==> src/rtl/fetch_pkg.sv <==
// Shared definitions for the fetch/stall front end.
//   NOP_INSTR        : instruction word used for bubbles and flushes
//   DEFAULT_RESET_PC : default PC loaded on reset
//   id_ex_ctrl_t     : decoded control bundle carried from ID into EX
//   DEFAULT_CTRL_W   : width of id_ex_ctrl_t
package fetch_pkg;

    localparam logic [31:0] NOP_INSTR        = 32'h0000_0000;
    localparam logic [31:0] DEFAULT_RESET_PC = 32'h0000_0000;

    typedef struct packed {
        logic       reg_write;
        logic       mem_to_reg;
        logic       mem_read;
        logic       mem_write;
        logic       branch;
        logic       alu_src;
        logic [2:0] alu_op;
    } id_ex_ctrl_t;

    localparam int unsigned DEFAULT_CTRL_W = $bits(id_ex_ctrl_t);

endpackage

==> src/rtl/fetch_stall_ctrl_if.sv <==
// Hazard/fetch bus between the front-end sequencer and its environment.
//   master : drives hold/stall/branch requests, imem data and ID control
//   slave  : the sequencer; returns PC, IF/ID, ID/EX control and stall count
interface fetch_stall_ctrl_if
    import fetch_pkg::*;
#(
    parameter int unsigned XLEN   = 32,
    parameter int unsigned CTRL_W = DEFAULT_CTRL_W,
    parameter int unsigned CNT_W  = 16
);
    logic              ext_hold;
    logic              hz_stall;
    logic              br_taken;
    logic [XLEN-1:0]   br_target;
    logic [XLEN-1:0]   imem_instr;
    logic [CTRL_W-1:0] id_ctrl;

    logic [XLEN-1:0]   pc_o;
    logic [XLEN-1:0]   if_id_pc;
    logic [XLEN-1:0]   if_id_instr;
    logic              if_id_valid;
    logic [CTRL_W-1:0] id_ex_ctrl;
    logic              id_ex_valid;
    logic [CNT_W-1:0]  stall_cnt;

    modport master (
        output ext_hold, hz_stall, br_taken, br_target, imem_instr, id_ctrl,
        input  pc_o, if_id_pc, if_id_instr, if_id_valid, id_ex_ctrl, id_ex_valid, stall_cnt
    );

    modport slave (
        input  ext_hold, hz_stall, br_taken, br_target, imem_instr, id_ctrl,
        output pc_o, if_id_pc, if_id_instr, if_id_valid, id_ex_ctrl, id_ex_valid, stall_cnt
    );

endinterface

==> src/rtl/pipe_reg_en_clr.sv <==
// Pipeline register with hold enable and synchronous clear.
//   clk, rst_n : clock, asynchronous active-low reset (loads RST_VAL)
//   en         : load d when high, hold when low
//   clr        : load CLR_VAL; takes priority over en
//   d, q       : data in / registered data out
module pipe_reg_en_clr #(
    parameter int unsigned  W       = 1,
    parameter logic [W-1:0] RST_VAL = '0,
    parameter logic [W-1:0] CLR_VAL = '0
) (
    input  logic         clk,
    input  logic         rst_n,
    input  logic         en,
    input  logic         clr,
    input  logic [W-1:0] d,
    output logic [W-1:0] q
);

    always_ff @(posedge clk or negedge rst_n) begin
        if (!rst_n) begin
            q <= RST_VAL;
        end else if (clr) begin
            q <= CLR_VAL;
        end else if (en) begin
            q <= d;
        end
    end

endmodule

==> src/rtl/fetch_stall_ctrl.sv <==
// Front-end sequencer: owns PC, IF/ID and the control half of ID/EX, and
// applies ext_hold > hz_stall > br_taken > advance each cycle. Counts
// load-use stall cycles in a saturating counter.
//   clk, rst_n : clock, asynchronous active-low reset
//   bus        : fetch_stall_ctrl_if.slave (hazard inputs, imem data,
//                ID control in; PC, IF/ID, ID/EX control, stall_cnt out)
// Build option: BRANCH_DELAY_SLOT_EN keeps the fetched instruction in IF/ID
// on a taken branch (delay slot); otherwise it is flushed.
module fetch_stall_ctrl
    import fetch_pkg::*;
#(
    parameter int unsigned     XLEN     = 32,
    parameter logic [XLEN-1:0] RESET_PC = XLEN'(DEFAULT_RESET_PC),
    parameter int unsigned     CTRL_W   = DEFAULT_CTRL_W,
    parameter int unsigned     CNT_W    = 16
) (
    input logic               clk,
    input logic               rst_n,
    fetch_stall_ctrl_if.slave bus
);

`ifdef BRANCH_DELAY_SLOT_EN
    localparam bit DELAY_SLOT = 1'b1;
`else
    localparam bit DELAY_SLOT = 1'b0;
`endif

    localparam int unsigned       IFID_W      = 2 * XLEN + 1;
    localparam int unsigned       IDEX_W      = CTRL_W + 1;
    localparam logic [IFID_W-1:0] IFID_BUBBLE = {{XLEN{1'b0}}, XLEN'(NOP_INSTR), 1'b0};
    localparam logic [CNT_W-1:0]  CNT_MAX     = {CNT_W{1'b1}};

    logic [XLEN-1:0]   pc_q;
    logic [XLEN-1:0]   pc_next;
    logic [IFID_W-1:0] if_id_q;
    logic [IDEX_W-1:0] id_ex_q;
    logic              if_id_valid_q;
    logic              front_en;
    logic              if_id_clr;
    logic              id_ex_en;
    logic              id_ex_clr;
    logic              cnt_inc;
    logic [CNT_W-1:0]  stall_cnt_q;

    assign if_id_valid_q = if_id_q[0];

    // Priority decode of hold / stall / redirect / advance
    always_comb begin
        front_en  = 1'b0;
        if_id_clr = 1'b0;
        id_ex_en  = 1'b0;
        id_ex_clr = 1'b0;
        cnt_inc   = 1'b0;
        pc_next   = pc_q + XLEN'(4);
        if (!bus.ext_hold) begin
            id_ex_en = 1'b1;
            if (bus.hz_stall) begin
                // Branch is ignored: its operands are not ready yet
                id_ex_clr = 1'b1;
                cnt_inc   = 1'b1;
            end else begin
                front_en = 1'b1;
                if (bus.br_taken) begin
                    pc_next   = bus.br_target & ~XLEN'(3);
                    if_id_clr = !DELAY_SLOT;
                end else begin
                    id_ex_clr = !if_id_valid_q;
                end
            end
        end
    end

    // Fetch PC
    pipe_reg_en_clr #(
        .W       (XLEN),
        .RST_VAL (RESET_PC),
        .CLR_VAL (RESET_PC)
    ) u_pc_reg (
        .clk   (clk),
        .rst_n (rst_n),
        .en    (front_en),
        .clr   (1'b0),
        .d     (pc_next),
        .q     (pc_q)
    );

    // IF/ID: {pc, instr, valid}
    pipe_reg_en_clr #(
        .W       (IFID_W),
        .RST_VAL (IFID_BUBBLE),
        .CLR_VAL (IFID_BUBBLE)
    ) u_if_id_reg (
        .clk   (clk),
        .rst_n (rst_n),
        .en    (front_en),
        .clr   (if_id_clr),
        .d     ({pc_q, bus.imem_instr, 1'b1}),
        .q     (if_id_q)
    );

    // ID/EX control: {ctrl, valid}; valid follows the ID slot
    pipe_reg_en_clr #(
        .W       (IDEX_W),
        .RST_VAL (IDEX_W'(0)),
        .CLR_VAL (IDEX_W'(0))
    ) u_id_ex_reg (
        .clk   (clk),
        .rst_n (rst_n),
        .en    (id_ex_en),
        .clr   (id_ex_clr),
        .d     ({bus.id_ctrl, if_id_valid_q}),
        .q     (id_ex_q)
    );

    // Saturating stall-cycle counter
    always_ff @(posedge clk or negedge rst_n) begin
        if (!rst_n) begin
            stall_cnt_q <= '0;
        end else if (cnt_inc && (stall_cnt_q != CNT_MAX)) begin
            stall_cnt_q <= stall_cnt_q + CNT_W'(1);
        end
    end

    assign bus.pc_o        = pc_q;
    assign bus.if_id_pc    = if_id_q[IFID_W-1 -: XLEN];
    assign bus.if_id_instr = if_id_q[XLEN:1];
    assign bus.if_id_valid = if_id_valid_q;
    assign bus.id_ex_ctrl  = id_ex_q[IDEX_W-1:1];
    assign bus.id_ex_valid = id_ex_q[0];
    assign bus.stall_cnt   = stall_cnt_q;

endmodule

==> src/flat_wrapper.sv <==
// flat-port wrapper written by rule: the top's interface ports become plain ports
module fetch_stall_ctrl_flat import fetch_pkg::*;
#(
    parameter int unsigned     XLEN     = 32,
    parameter logic [XLEN-1:0] RESET_PC = XLEN'(DEFAULT_RESET_PC),
    parameter int unsigned     CTRL_W   = DEFAULT_CTRL_W,
    parameter int unsigned     CNT_W    = 16
)
  (clk, rst_n, bus_ext_hold, bus_hz_stall, bus_br_taken, bus_br_target, bus_imem_instr, bus_id_ctrl, bus_pc_o, bus_if_id_pc, bus_if_id_instr, bus_if_id_valid, bus_id_ex_ctrl, bus_id_ex_valid, bus_stall_cnt);
  fetch_stall_ctrl_if #(.XLEN(XLEN), .CTRL_W(CTRL_W), .CNT_W(CNT_W)) bus_i ();
  input logic clk;
  input logic rst_n;
  input wire logic [$bits(bus_i.ext_hold)-1:0] bus_ext_hold;
  input wire logic [$bits(bus_i.hz_stall)-1:0] bus_hz_stall;
  input wire logic [$bits(bus_i.br_taken)-1:0] bus_br_taken;
  input wire logic [$bits(bus_i.br_target)-1:0] bus_br_target;
  input wire logic [$bits(bus_i.imem_instr)-1:0] bus_imem_instr;
  input wire logic [$bits(bus_i.id_ctrl)-1:0] bus_id_ctrl;
  output wire logic [$bits(bus_i.pc_o)-1:0] bus_pc_o;
  output wire logic [$bits(bus_i.if_id_pc)-1:0] bus_if_id_pc;
  output wire logic [$bits(bus_i.if_id_instr)-1:0] bus_if_id_instr;
  output wire logic [$bits(bus_i.if_id_valid)-1:0] bus_if_id_valid;
  output wire logic [$bits(bus_i.id_ex_ctrl)-1:0] bus_id_ex_ctrl;
  output wire logic [$bits(bus_i.id_ex_valid)-1:0] bus_id_ex_valid;
  output wire logic [$bits(bus_i.stall_cnt)-1:0] bus_stall_cnt;
  assign bus_i.ext_hold = bus_ext_hold;
  assign bus_i.hz_stall = bus_hz_stall;
  assign bus_i.br_taken = bus_br_taken;
  assign bus_i.br_target = bus_br_target;
  assign bus_i.imem_instr = bus_imem_instr;
  assign bus_i.id_ctrl = bus_id_ctrl;
  assign bus_pc_o = bus_i.pc_o;
  assign bus_if_id_pc = bus_i.if_id_pc;
  assign bus_if_id_instr = bus_i.if_id_instr;
  assign bus_if_id_valid = bus_i.if_id_valid;
  assign bus_id_ex_ctrl = bus_i.id_ex_ctrl;
  assign bus_id_ex_valid = bus_i.id_ex_valid;
  assign bus_stall_cnt = bus_i.stall_cnt;
  fetch_stall_ctrl #(.XLEN(XLEN), .RESET_PC(RESET_PC), .CTRL_W(CTRL_W), .CNT_W(CNT_W)) u_core (.clk(clk), .rst_n(rst_n), .bus(bus_i));
endmodule
==> config.mk <==
export PLATFORM = sky130hd
export DESIGN_NAME = fetch_stall_ctrl_flat
export DESIGN_NICKNAME = d
export VERILOG_FILES = /design/src/rtl/fetch_pkg.sv /design/src/rtl/fetch_stall_ctrl_if.sv /design/src/rtl/pipe_reg_en_clr.sv /design/src/rtl/fetch_stall_ctrl.sv /design/src/flat_wrapper.sv
export SDC_FILE = /design/constraint.sdc
export NUM_CORES = 1
export LEC_CHECK = 0
export BUFFER_PORTS_ARGS = -buffer_cell sky130_fd_sc_hd__buf_4
export CAP_MARGIN = 20
export CORE_ASPECT_RATIO = 1.25
export CORE_MARGIN = 5
export CORE_UTILIZATION = 45
export CTS_CLUSTER_SIZE = 8
export DETAILED_ROUTE_END_ITERATION = 7
export GPL_TIMING_DRIVEN = 0
export MAX_ROUTING_LAYER = met4
export PLACE_DENSITY = 0.73
export SLEW_MARGIN = 15
export SYNTH_ARGS = -nofsm -noshare
export SYNTH_HDL_FRONTEND = slang
export SYNTH_SLANG_ARGS = --single-unit
==> constraint.sdc <==
create_clock -name clk -period 1.95 [get_ports clk]
set_input_delay 0.0975 -clock clk [delete_from_list [all_inputs] [get_ports clk]]
set_output_delay 0.0975 -clock clk [all_outputs]
set_load 0.01 [all_outputs]
**Word-level counts from Yosys, hierarchy flattened**

Index checks and enable logic that the tools add are counted.

- Equality and inequality tests: 2
- Reduce and logical (&&, ||, !) cells: 3
- Add/subtract/negate cells: 2
- Multiplexer cells: 17

Operators with widths:

| kind | number |
|---|---|
| 65-bit 2-to-1 mux | 2 |
| 32-bit 2-to-1 mux | 3 |
| 32-bit by 3-bit adder with 32-bit output (second input constant) | 1 |
| 10-bit 2-to-1 mux | 2 |
| 16-bit by 1-bit adder with 16-bit output (second input constant) | 1 |
| 16-bit != test (second input constant) | 1 |
| 1-bit 2-to-1 mux | 10 |
| 2-bit by 1-bit != test with 1-bit output (second input constant) | 1 |
| 2-bit nonzero test | 1 |
| 1-bit logical AND | 1 |
| 1-bit logical NOT | 1 |

- Bits of input ports: 78
- Word-level logic and storage cells: 28
- Register bits: 123

**Longest topological paths before layout**

Gate-level depths: netlist (run 1).

- Depth in word-level cells: 5
- Mapped depth: 7
- Depth with buffers taken out: 5

**Modules after synthesis**

From an unflattened synthesis (run 1), not the netlist that was laid out.

- Cell total of the unflattened synthesis: 589
- Area, all modules: 6,159.7 um^2

By module, submodules not included:

| module | instances | cells each | area an instance (um^2) |
|---|---|---|---|
| pipe_reg_en_clr at u_core.u_if_id_reg | 1 | 209 | 2,667.6 |
| fetch_stall_ctrl | 1 | 245 | 1,765.4 |
| pipe_reg_en_clr at u_core.u_pc_reg | 1 | 103 | 1,323.8 |
| pipe_reg_en_clr at u_core.u_id_ex_reg | 1 | 32 | 402.9 |

**Least setup slack after synthesis (run 1)**

No wires, ideal clock.

- Path kind: reg2reg
- From: reg u_core.u_pc_reg.q[2]
- To: reg u_core.u_pc_reg.q[22]
- Library setup time: 0.104 ns
- Data required time: 1.846 ns
- Arrival: 1.745 ns
- Setup slack: 0.102 ns
- Stages on the path, launching flop included: 7
- Cells stage by stage: dfrtp_1 > ha_1 > and4_1 > clkbuf_1 > and3_1 > a32o_1 > a221oi_1

- Longest elaborated chain between the ends: 4

Ends and longest elaborated chain:

| element | line | RTL |
|---|---|---|
| start: declaration | pipe_reg_en_clr.sv:16 | `output logic [W-1:0] q` |
| start signal: assignment | pipe_reg_en_clr.sv:21 | `q <= RST_VAL;` |
| start signal: assignment | pipe_reg_en_clr.sv:23 | `q <= CLR_VAL;` |
| start signal: assignment | pipe_reg_en_clr.sv:25 | `q <= d;` |
| 32-bit by 3-bit adder with 32-bit output (*) | fetch_stall_ctrl.sv:54 | `pc_next = pc_q + XLEN'(4);` |
| 32-bit 2-to-1 mux | fetch_stall_ctrl.sv:63 | `if (bus.br_taken) begin` |
| 32-bit 2-to-1 mux | fetch_stall_ctrl.sv:57 | `if (bus.hz_stall) begin` |
| 32-bit 2-to-1 mux (*) | fetch_stall_ctrl.sv:55 | `if (!bus.ext_hold) begin` |

Mark *: on every way between the ends. The rest lies on a longest branch, timed or not.
A chain may end at the register's enable or synchronous reset.

**Worst setup path in the final report (run 1)**

Ends and elaborated chain as after synthesis.

==> results of run 1 <==
==> what timing repair did <==
item / 4_1_cts / 5_1_grt
resized for setup: 3 / 6
endpoints found under the hold margin: 114 / 0
endpoints found under the setup margin: 4 / 18
hold buffers: 55 / 0
==> power by group <==
part	internal [µW]	leakage (µW)	switching [µW]
Combinational	811	0.00241	838
Sequential	2800	0.00154	340
Clock	1680	0.000250	1150
Total	5280	0.00419	2330
==> critical path, cell delays in order, from the launching register on <==
cell and delay [ns]:
dfrtp_2 0.44, ha_2 0.23, and4_2 0.31, and3_1 0.25, a32o_1 0.25, a221oi_1 0.30
==> metal layers <==
metal	up-vias	wire length (µm)	global-route usage (%)
li1	2765	-	-
met1	2943	7960	31.66
met4	0	732	12.78
met3	70	1272	5.484
met5	-	0	-
met2	292	10650	46.51
==> kinds of logic after synthesis <==
family                     after synthesis  share of synthesized area (%)
adders and majority gates                2                         0.4312
other                                    1                        0.06462
and+or+nand+nor                        300                          25.83
xor gates and xnor gates                15                          2.264
AOI/OAI and AO/OA                      119                          13.97
muxes                                    6                          1.057
DFF                                    120                          51.75
buffers and inverters                   58                          4.636
==> state kept, by name, summed over array words and instances (netlist names) <==
| signal | cells |
|---|---|
| u_core.u_if_id_reg.q | 64 |
| u_core.u_pc_reg.q | 30 |
| u_core.bus.stall_cnt | 16 |
| u_core.u_id_ex_reg.q | 10 |
==> final cells by class <==
type                            count  area (µm²)  share of cell area [%]
Antenna cell                        2       5.005                 0.05802
Buffer                             48       231.5                   2.683
Clock buffer                       20       456.7                   5.294
Clock inverter                     12       78.83                  0.9138
Inverter                            9       33.78                  0.3916
Multi-Input combinational cell    444        2566                   29.75
Sequential cell                   120        3005                   34.84
Tap cell                          168       210.2                   2.437
Timing Repair Buffer              250        2038                   23.63
==> synthesized netlist by cell type (all sizes together), types with 6 or more instances <==
cell type / n / area, µm²
dfrtp: 120 / 3003
and3: 9 / 57.56
and4: 7 / 61.31
and2: 8 / 52.55
buf: 34 / 178.9
o21ai: 33 / 165.2
a22o: 14 / 122.6
xor2: 10 / 87.58
clkbuf: 15 / 56.30
a211oi: 9 / 67.56
nor2: 25 / 96.35
inv: 9 / 33.78
nor3: 13 / 70.07
nand2: 129 / 484.2
or3: 6 / 37.54
nand4: 22 / 158.9
nor4: 7 / 43.79
nand3: 59 / 307.8
a21oi: 22 / 110.1
==> path summary, 6_finish.rpt <==
| check | depth (start not counted) | end | startpoint |
|---|---|---|---|
| worst max-delay path | 5 | u_core.u_pc_reg.q[22] | u_core.u_pc_reg.q[2] |
| worst min-delay path | 3 | u_core.u_pc_reg.q[25] | bus_br_target[25] |
| worst max register to register | 5 | u_core.u_pc_reg.q[22] | u_core.u_pc_reg.q[2] |
| worst min register to register | 2 | u_core.u_if_id_reg.q[28] | u_core.u_if_id_reg.q[28] |
| max in group asynchronous | 3 | u_core.u_pc_reg.q[3] | rst_n |
| min in group asynchronous | 2 | u_core.bus.stall_cnt[5] | rst_n |
==> per-stage QoR <==
step | setup TNS (ns) | hold slack, ns | total power [µW]
CTS | 0 | 0.001542 | 7619
global placement | -0.3060 | 0.3149 | 4658
floorplan | 0 | -0.1981 | 3797
global route | 0 | 0.01540 | 7947
detailed placement | -0.3570 | 0.1112 | 4709
finish | 0 | 0.01205 | 7613
==> results.md, run 1 <==
- Clock buffer depth: 2
- Outcome: finished, final reports clean
- Max-cap viol count: 0
- Yosys cell types: 69
- Final setup vio count: 0
- Total die area: 15280 µm²
- CP Capture Type: register
- Core area: 12660 µm²
- CTS Buf Count: 17
- Port Buffer Count: 194
- Pleak: 0.004192 µW
- Place WS: -0.2300 ns
- Peak VDD IR: 0.0004595 V
- Tot GR Track Use: 27.48%
- F_max: 532.1 MHz
- Asr flop ratio synth: 100.0%
- Clock insertion delay at the later pin of the skew report: 0.41 ns
- Synth-to-layout area growth: 48.64%
- H-Tree Depth: 4
- Post-Syn Area: 5803 µm²
- Max_slew headroom: 51.15%
- Die X-Extent: 111.6 µm
- Placed Cells incl. Taps: 985
- Clock Root Buffer: clkbuf_16
- Area after DPL: 7505 µm²
- Worst setup SP type: register
- DR pass1 iterations: 5
- Post-CTS Setup Inserts: 0
- Post-Layout Cell Count: 1073
- Setup ws final: 0.07055 ns
- Register bit total from synthesis: 120
- Drt initial violations: 358
- Initial antenna violation count: 0
- Worst-Margin Slew: 0.7327 ns
- Routed vias: 6070
- Pwr/cell area: 882.6 nW/µm²
- GRT overflow: 0
- Vias per Instance: 5.657
- Fin crit share: 96.38%
- Chip height: 137.0 µm
- Initial core utilization: 45.83%
- Share of layout cells above drive strength 1: 29.46%
- Reg2reg setup slack: 0.07 ns
- Final hold vios: 0
- Yosys warning total: 0
- Worst path required time: 2.26 ns
- HPWL after DPL: 14.03 mm
- WL per Instance: 19.21 µm
- Fin crit period: 1.879 ns
- Clock sinks: 120
- Most frequent cells in the layout: buf_4, nand2_1, dfrtp_1, nand3_1, dlygate4sd3_1
- Final instance area: 8626 µm²
- Rows: 46
- Number of synthesized flops with an enable pin: 0
- Register area share after synthesis: 51.75%
- First-pass GRT wire length: 32.06 mm
- Crit path kind: register to register
- Tightest Hold Check Type: primary input to register
- Post-Route WL: 20.61 mm
- Worst clock skew: 0.003475 ns
- Pin count of the biggest net entering global routing: 62
- Crit path DAT: 2.19 ns
- CTS clk-pin slew, worst paths: 0.06 ns
- Util after Layout: 68.12%
- CTS tree: done
- # IOs: 201
- Top_reg_cell synth: dfrtp_1
- Gate Count Post-Synth: 621
- DRC: 0
- Vias in the first global route: 6139
- Synthesized area per cell: 9.345 µm²
- Final Wtd Congestion: 0.8949
- Crit-path max FO: 7
- RSZ-0062 raised after global routing: false
- Filler cells: 1018
- Final Max Tran Viols: 0
- Final antenna-violating net count: 0
- Most common cell after layout, fill and taps aside: buf_4
- Nets: 970
(Power assumes the default switching activity.)
==> run 2, diff against run 1 <==
--- a/config.mk
+++ b/config.mk
@@ -5,6 +5,7 @@
 export SDC_FILE = /design/constraint.sdc
 export NUM_CORES = 1
 export LEC_CHECK = 0
+export ABC_AREA = 1
 export BUFFER_PORTS_ARGS = -buffer_cell sky130_fd_sc_hd__buf_4
 export CAP_MARGIN = 20
 export CORE_ASPECT_RATIO = 1.25
@@ -14,7 +15,7 @@
 export DETAILED_ROUTE_END_ITERATION = 7
 export GPL_TIMING_DRIVEN = 0
 export MAX_ROUTING_LAYER = met4
-export PLACE_DENSITY = 0.73
+export PLACE_DENSITY = 0.72
 export SLEW_MARGIN = 15
 export SYNTH_ARGS = -nofsm -noshare
 export SYNTH_HDL_FRONTEND = slang
==> results.md, run 2 <==
- Vias per Instance: 5.045 (was 5.657)
- Most common cell after layout, fill and taps aside: nand2_1 (was buf_4)
- Top cells by count, synth: nand2_1, dfrtp_1, nand3_1, inv_1, nor2_1 (was nand2_1, dfrtp_1, nand3_1, nor2_1, a21oi_1)
- Yosys warning total: 0 (unchanged)
- Most frequent cells in the layout: nand2_1, buf_4, dfrtp_1, nand3_1, dlygate4sd3_1 (was buf_4, nand2_1, dfrtp_1, nand3_1, dlygate4sd3_1)
- Hold Path Origin: bus_br_target[11] (was bus_br_target[25])
- First-pass GRT wire length: 32.78 mm (was 32.06 mm)
- Worst setup SP type: primary input (was register)
- Crit path DAT: 2.20 ns (was 2.19 ns)
- Post-Syn Area: 6115 µm² (was 5803 µm²)
- Core area: 13290 µm² (was 12660 µm²)
- Synthesized area per cell: 7.549 µm² (was 9.345 µm²)
- Family with the most delay on the worst path: buffers and inverters (was simple AND/OR/NAND/NOR gates)
- Biggest register: u_core.u_if_id_reg.q (unchanged)
- Share of layout cells above drive strength 1: 26.35% (was 29.46%)
- Crit-path max FO: 10 (was 7)
- Top_reg_cell synth: dfrtp_1 (unchanged)
- Worst path required time: 2.29 ns (was 2.26 ns)
- CP bufs+invs: 5 (was 0)
- Reg2reg setup slack: 0.15 ns (was 0.07 ns)
- Tot GR Track Use: 26.72% (was 27.48%)
- CP peak stage delay: 0.58 ns (was 0.44 ns)
- H-Tree Depth: 4 (unchanged)
- R2R depth: 9 (was 5)
- Tightest Hold Check Type: primary input to register (unchanged)
- DRC: 0 (unchanged)
- Sw frac: 31.42% (was 30.60%)
- CTS clk-pin slew, worst paths: 0.06 ns (about the same)
- Crit path kind: primary input to register (was register to register)
- F_max: 535.4 MHz (was 532.1 MHz)
- Post-Layout Cell Count: 1285 (was 1073)
- Clock insertion delay at the later pin of the skew report: 0.42 ns (was 0.41 ns)
- Routed vias: 6483 (was 6070)
- CP Capture Type: register (unchanged)
- Final setup vio count: 0 (unchanged)
- Vias in the first global route: 6502 (was 6139)
- Max-cap viol count: 0 (unchanged)
- Cells along the critical path: dlygate4sd3_1 > buf_4 > nor2_1 > buf_2 > clkbuf_4 > nand3_1 > dlygate4sd3_1 > o221ai_1 (was ha_2 > and4_2 > and3_1 > a32o_1 > a221oi_1)
- Final antenna-violating net count: 0 (unchanged)
- Gate Count Post-Synth: 810 (was 621)
- Synth top area cells: dfrtp_1, nand2_1, nand3_1, inv_1, nor2_1 (was dfrtp_1, nand2_1, nand3_1, nand4_1, a22o_1)
- Pin count of the biggest net entering global routing: 69 (was 62)
- Final hold vios: 0 (unchanged)
- GRT overflow: 0 (unchanged)
- WL per Instance: 16.06 µm (was 19.21 µm)
- Met3 wire length: 1.423 mm (was 1.272 mm)
- Fin crit share: 95.79% (was 96.38%)
- Most numerous cell in the Yosys netlist: nand2_1 (unchanged)
- Final Max Tran Viols: 0 (unchanged)
- Met1 WL: 8.199 mm (was 7.960 mm)
- Number of synthesized flops with an enable pin: 0 (unchanged)
- Worst-Margin Slew: 0.5591 ns (was 0.7327 ns)
- Register bit total from synthesis: 120 (unchanged)
- Max reg flops: 64 (unchanged)
- DR pass1 iterations: 5 (unchanged)
- P_int: 6045 µW (was 5283 µW)
- Drt initial violations: 407 (was 358)
- Highest metal used: met4 (unchanged)
- Final instance area: 9214 µm² (was 8626 µm²)
- Cell mode on critical path: dlygate4sd3_1
- DR WL met2: 10.30 mm (was 10.65 mm)
- Initial core utilization: 46.01% (was 45.83%)
- Worst clock skew: 0.01055 ns (was 0.003475 ns)
- Post-Route WL: 20.64 mm (was 20.61 mm)
- FF-to-FF End: u_core.u_pc_reg.q[28] (was u_core.u_pc_reg.q[22])
- Register area share after synthesis: 49.11% (was 51.75%)
- Pleak: 0.004742 µW (was 0.004192 µW)
- Critical R2R Launch: u_core.u_pc_reg.q[2] (unchanged)
- Peak VDD IR: 0.0006071 V (was 0.0004595 V)
- Final Wtd Congestion: 0.9930 (was 0.8949)
- # IOs: 201 (unchanged)
- NetSw: 2770 µW (was 2330 µW)
- CTS Buf Count: 17 (unchanged)
- Clock sinks: 120 (unchanged)
- Outcome: finished, final reports clean (unchanged)
- Placed Cells incl. Taps: 1179 (was 985)
- Yosys top cell area share: 49.11% (was 51.75%)
- Post-synth top area cell: dfrtp_1 (unchanged)
- Share of total power in sequential cells: 37.4% (was 41.2%)
- CP max-delay cell: dlygate4sd3_1 (was dfrtp_2)
- Chip height: 140.3 µm (was 137.0 µm)
- Max_slew headroom: 62.73% (was 51.15%)
- Pwr/cell area: 956.7 nW/µm² (was 882.6 nW/µm²)
- Initial antenna violation count: 1 (was 0)
- Area after DPL: 7835 µm² (was 7505 µm²)
- Nets: 1179 (was 970)
- Asr flop ratio synth: 100.0% (unchanged)
- Port Buffer Count: 196 (was 194)
- Worst hold stages: 5 (was 3)
- Total die area: 16030 µm² (was 15280 µm²)
- Fin crit period: 1.868 ns (was 1.879 ns)
- Clk pwr share: 38.6% (was 37.1%)
- Hold path endpoint: u_core.u_pc_reg.q[11] (was u_core.u_pc_reg.q[25])
- CTS tree: done (unchanged)
- Rows: 47 (was 46)
- Yosys cell types: 32 (was 69)
- Clock buffer depth: 2 (unchanged)
- Synth-to-layout area growth: 50.69% (was 48.64%)
- HPWL after DPL: 14.68 mm (was 14.03 mm)
- Util after Layout: 69.33% (was 68.12%)
- Clock Root Buffer: clkbuf_16 (unchanged)
- Gate power share: 24.0% (was 21.7%)
- Die X-Extent: 114.3 µm (was 111.6 µm)
-- run 2: how the worst max path moves through the flow --
stage / slack, ns / startpoint / to / cells after the start
after floorplan: 0.33 / u_core.bus.stall_cnt[0] / u_core.bus.stall_cnt[14] / 9
after global placement: 0.11 / u_core.u_pc_reg.q[2] / u_core.u_pc_reg.q[20] / 8
after detailed placement: 0.09 / u_core.u_pc_reg.q[2] / u_core.u_pc_reg.q[28] / 9
after CTS: 0.08 / u_core.u_pc_reg.q[2] / u_core.u_pc_reg.q[28] / 9
after global routing: -0.005 / u_core.u_pc_reg.q[2] / u_core.u_pc_reg.q[28] / 9
final: 0.08 / bus_ext_hold / u_core.u_pc_reg.q[4] / 8
-- run 2: kinds of logic (layout without fill, tap and decap cells) --
| kind of cell | after synthesis | in the layout | synth area share [%] |
|---|---|---|---|
| fa+ha+maj | 2 | 2 | 0.4092 |
| other cells | 1 | 4 | 0.06133 |
| flops | 120 | 120 | 49.11 |
| buf+inv | 102 | 403 | 6.998 |
| simple gates | 488 | 488 | 34.11 |
| compound gates | 87 | 87 | 7.878 |
| xor+xnor | 10 | 10 | 1.432 |
-- run 2: tightest hold or removal path: stages --
cell and delay (ns):
buf_4 0.08, nand2_1 0.04, nand2_1 0.05, nand2_1 0.06, o21ai_1 0.06
-- run 2: what timing repair did --
action | 4_1_cts | 5_1_grt
setup endpoints to repair | 0 | 13
endpoints found under the hold margin | 121 | 0
buffers inserted | 0 | 0
hold buffers | 72 | 0
gates resized for setup | 0 | 5
-- run 2: layout make-up --
cell class,instances,area [µm²]
Antenna cell,2,5.005
Fill cell,1138,4076
Tap cell,171,214.0
Timing Repair Buffer,269,2223
Clock inverter,15,214.0
Clock buffer,17,425.4
Inverter,69,261.5
Multi-Input combinational cell,589,2695
Sequential cell,120,3004
Buffer,33,171.4
-- run 2: power by group through the flow --
stage / Clock, µW / Combinational [µW] / Sequential [µW]
detailed placement: 0 / 1990 / 3320
global placement: 0 / 1950 / 3310
global route: 3560 / 2330 / 3360
floorplan: 0 / 791 / 3410
finish: 3400 / 2120 / 3290
CTS: 3440 / 2120 / 3280
-- run 2: layer usage --
layer,track usage [%],vias up
li1,-,3170
met1,32.11,3014
met2,43.68,246
met3,5.781,53
met4,10.57,0
met5,-,-
-- run 2: metrics by stage --
step	TNS (ns)	power, µW	setup WS [ns]	hold WS (ns)
4_1_cts	0	8836	0.08387	0.002398
5_1_grt	-0.004669	9246	-0.004669	0.02490
3_3_place_gp	0	5263	0.1117	0.3217
6_report	0	8815	0.08218	0.009193
3_5_place_dp	0	5309	0.09275	0.08602
2_1_floorplan	0	4202	0.3311	-0.1981
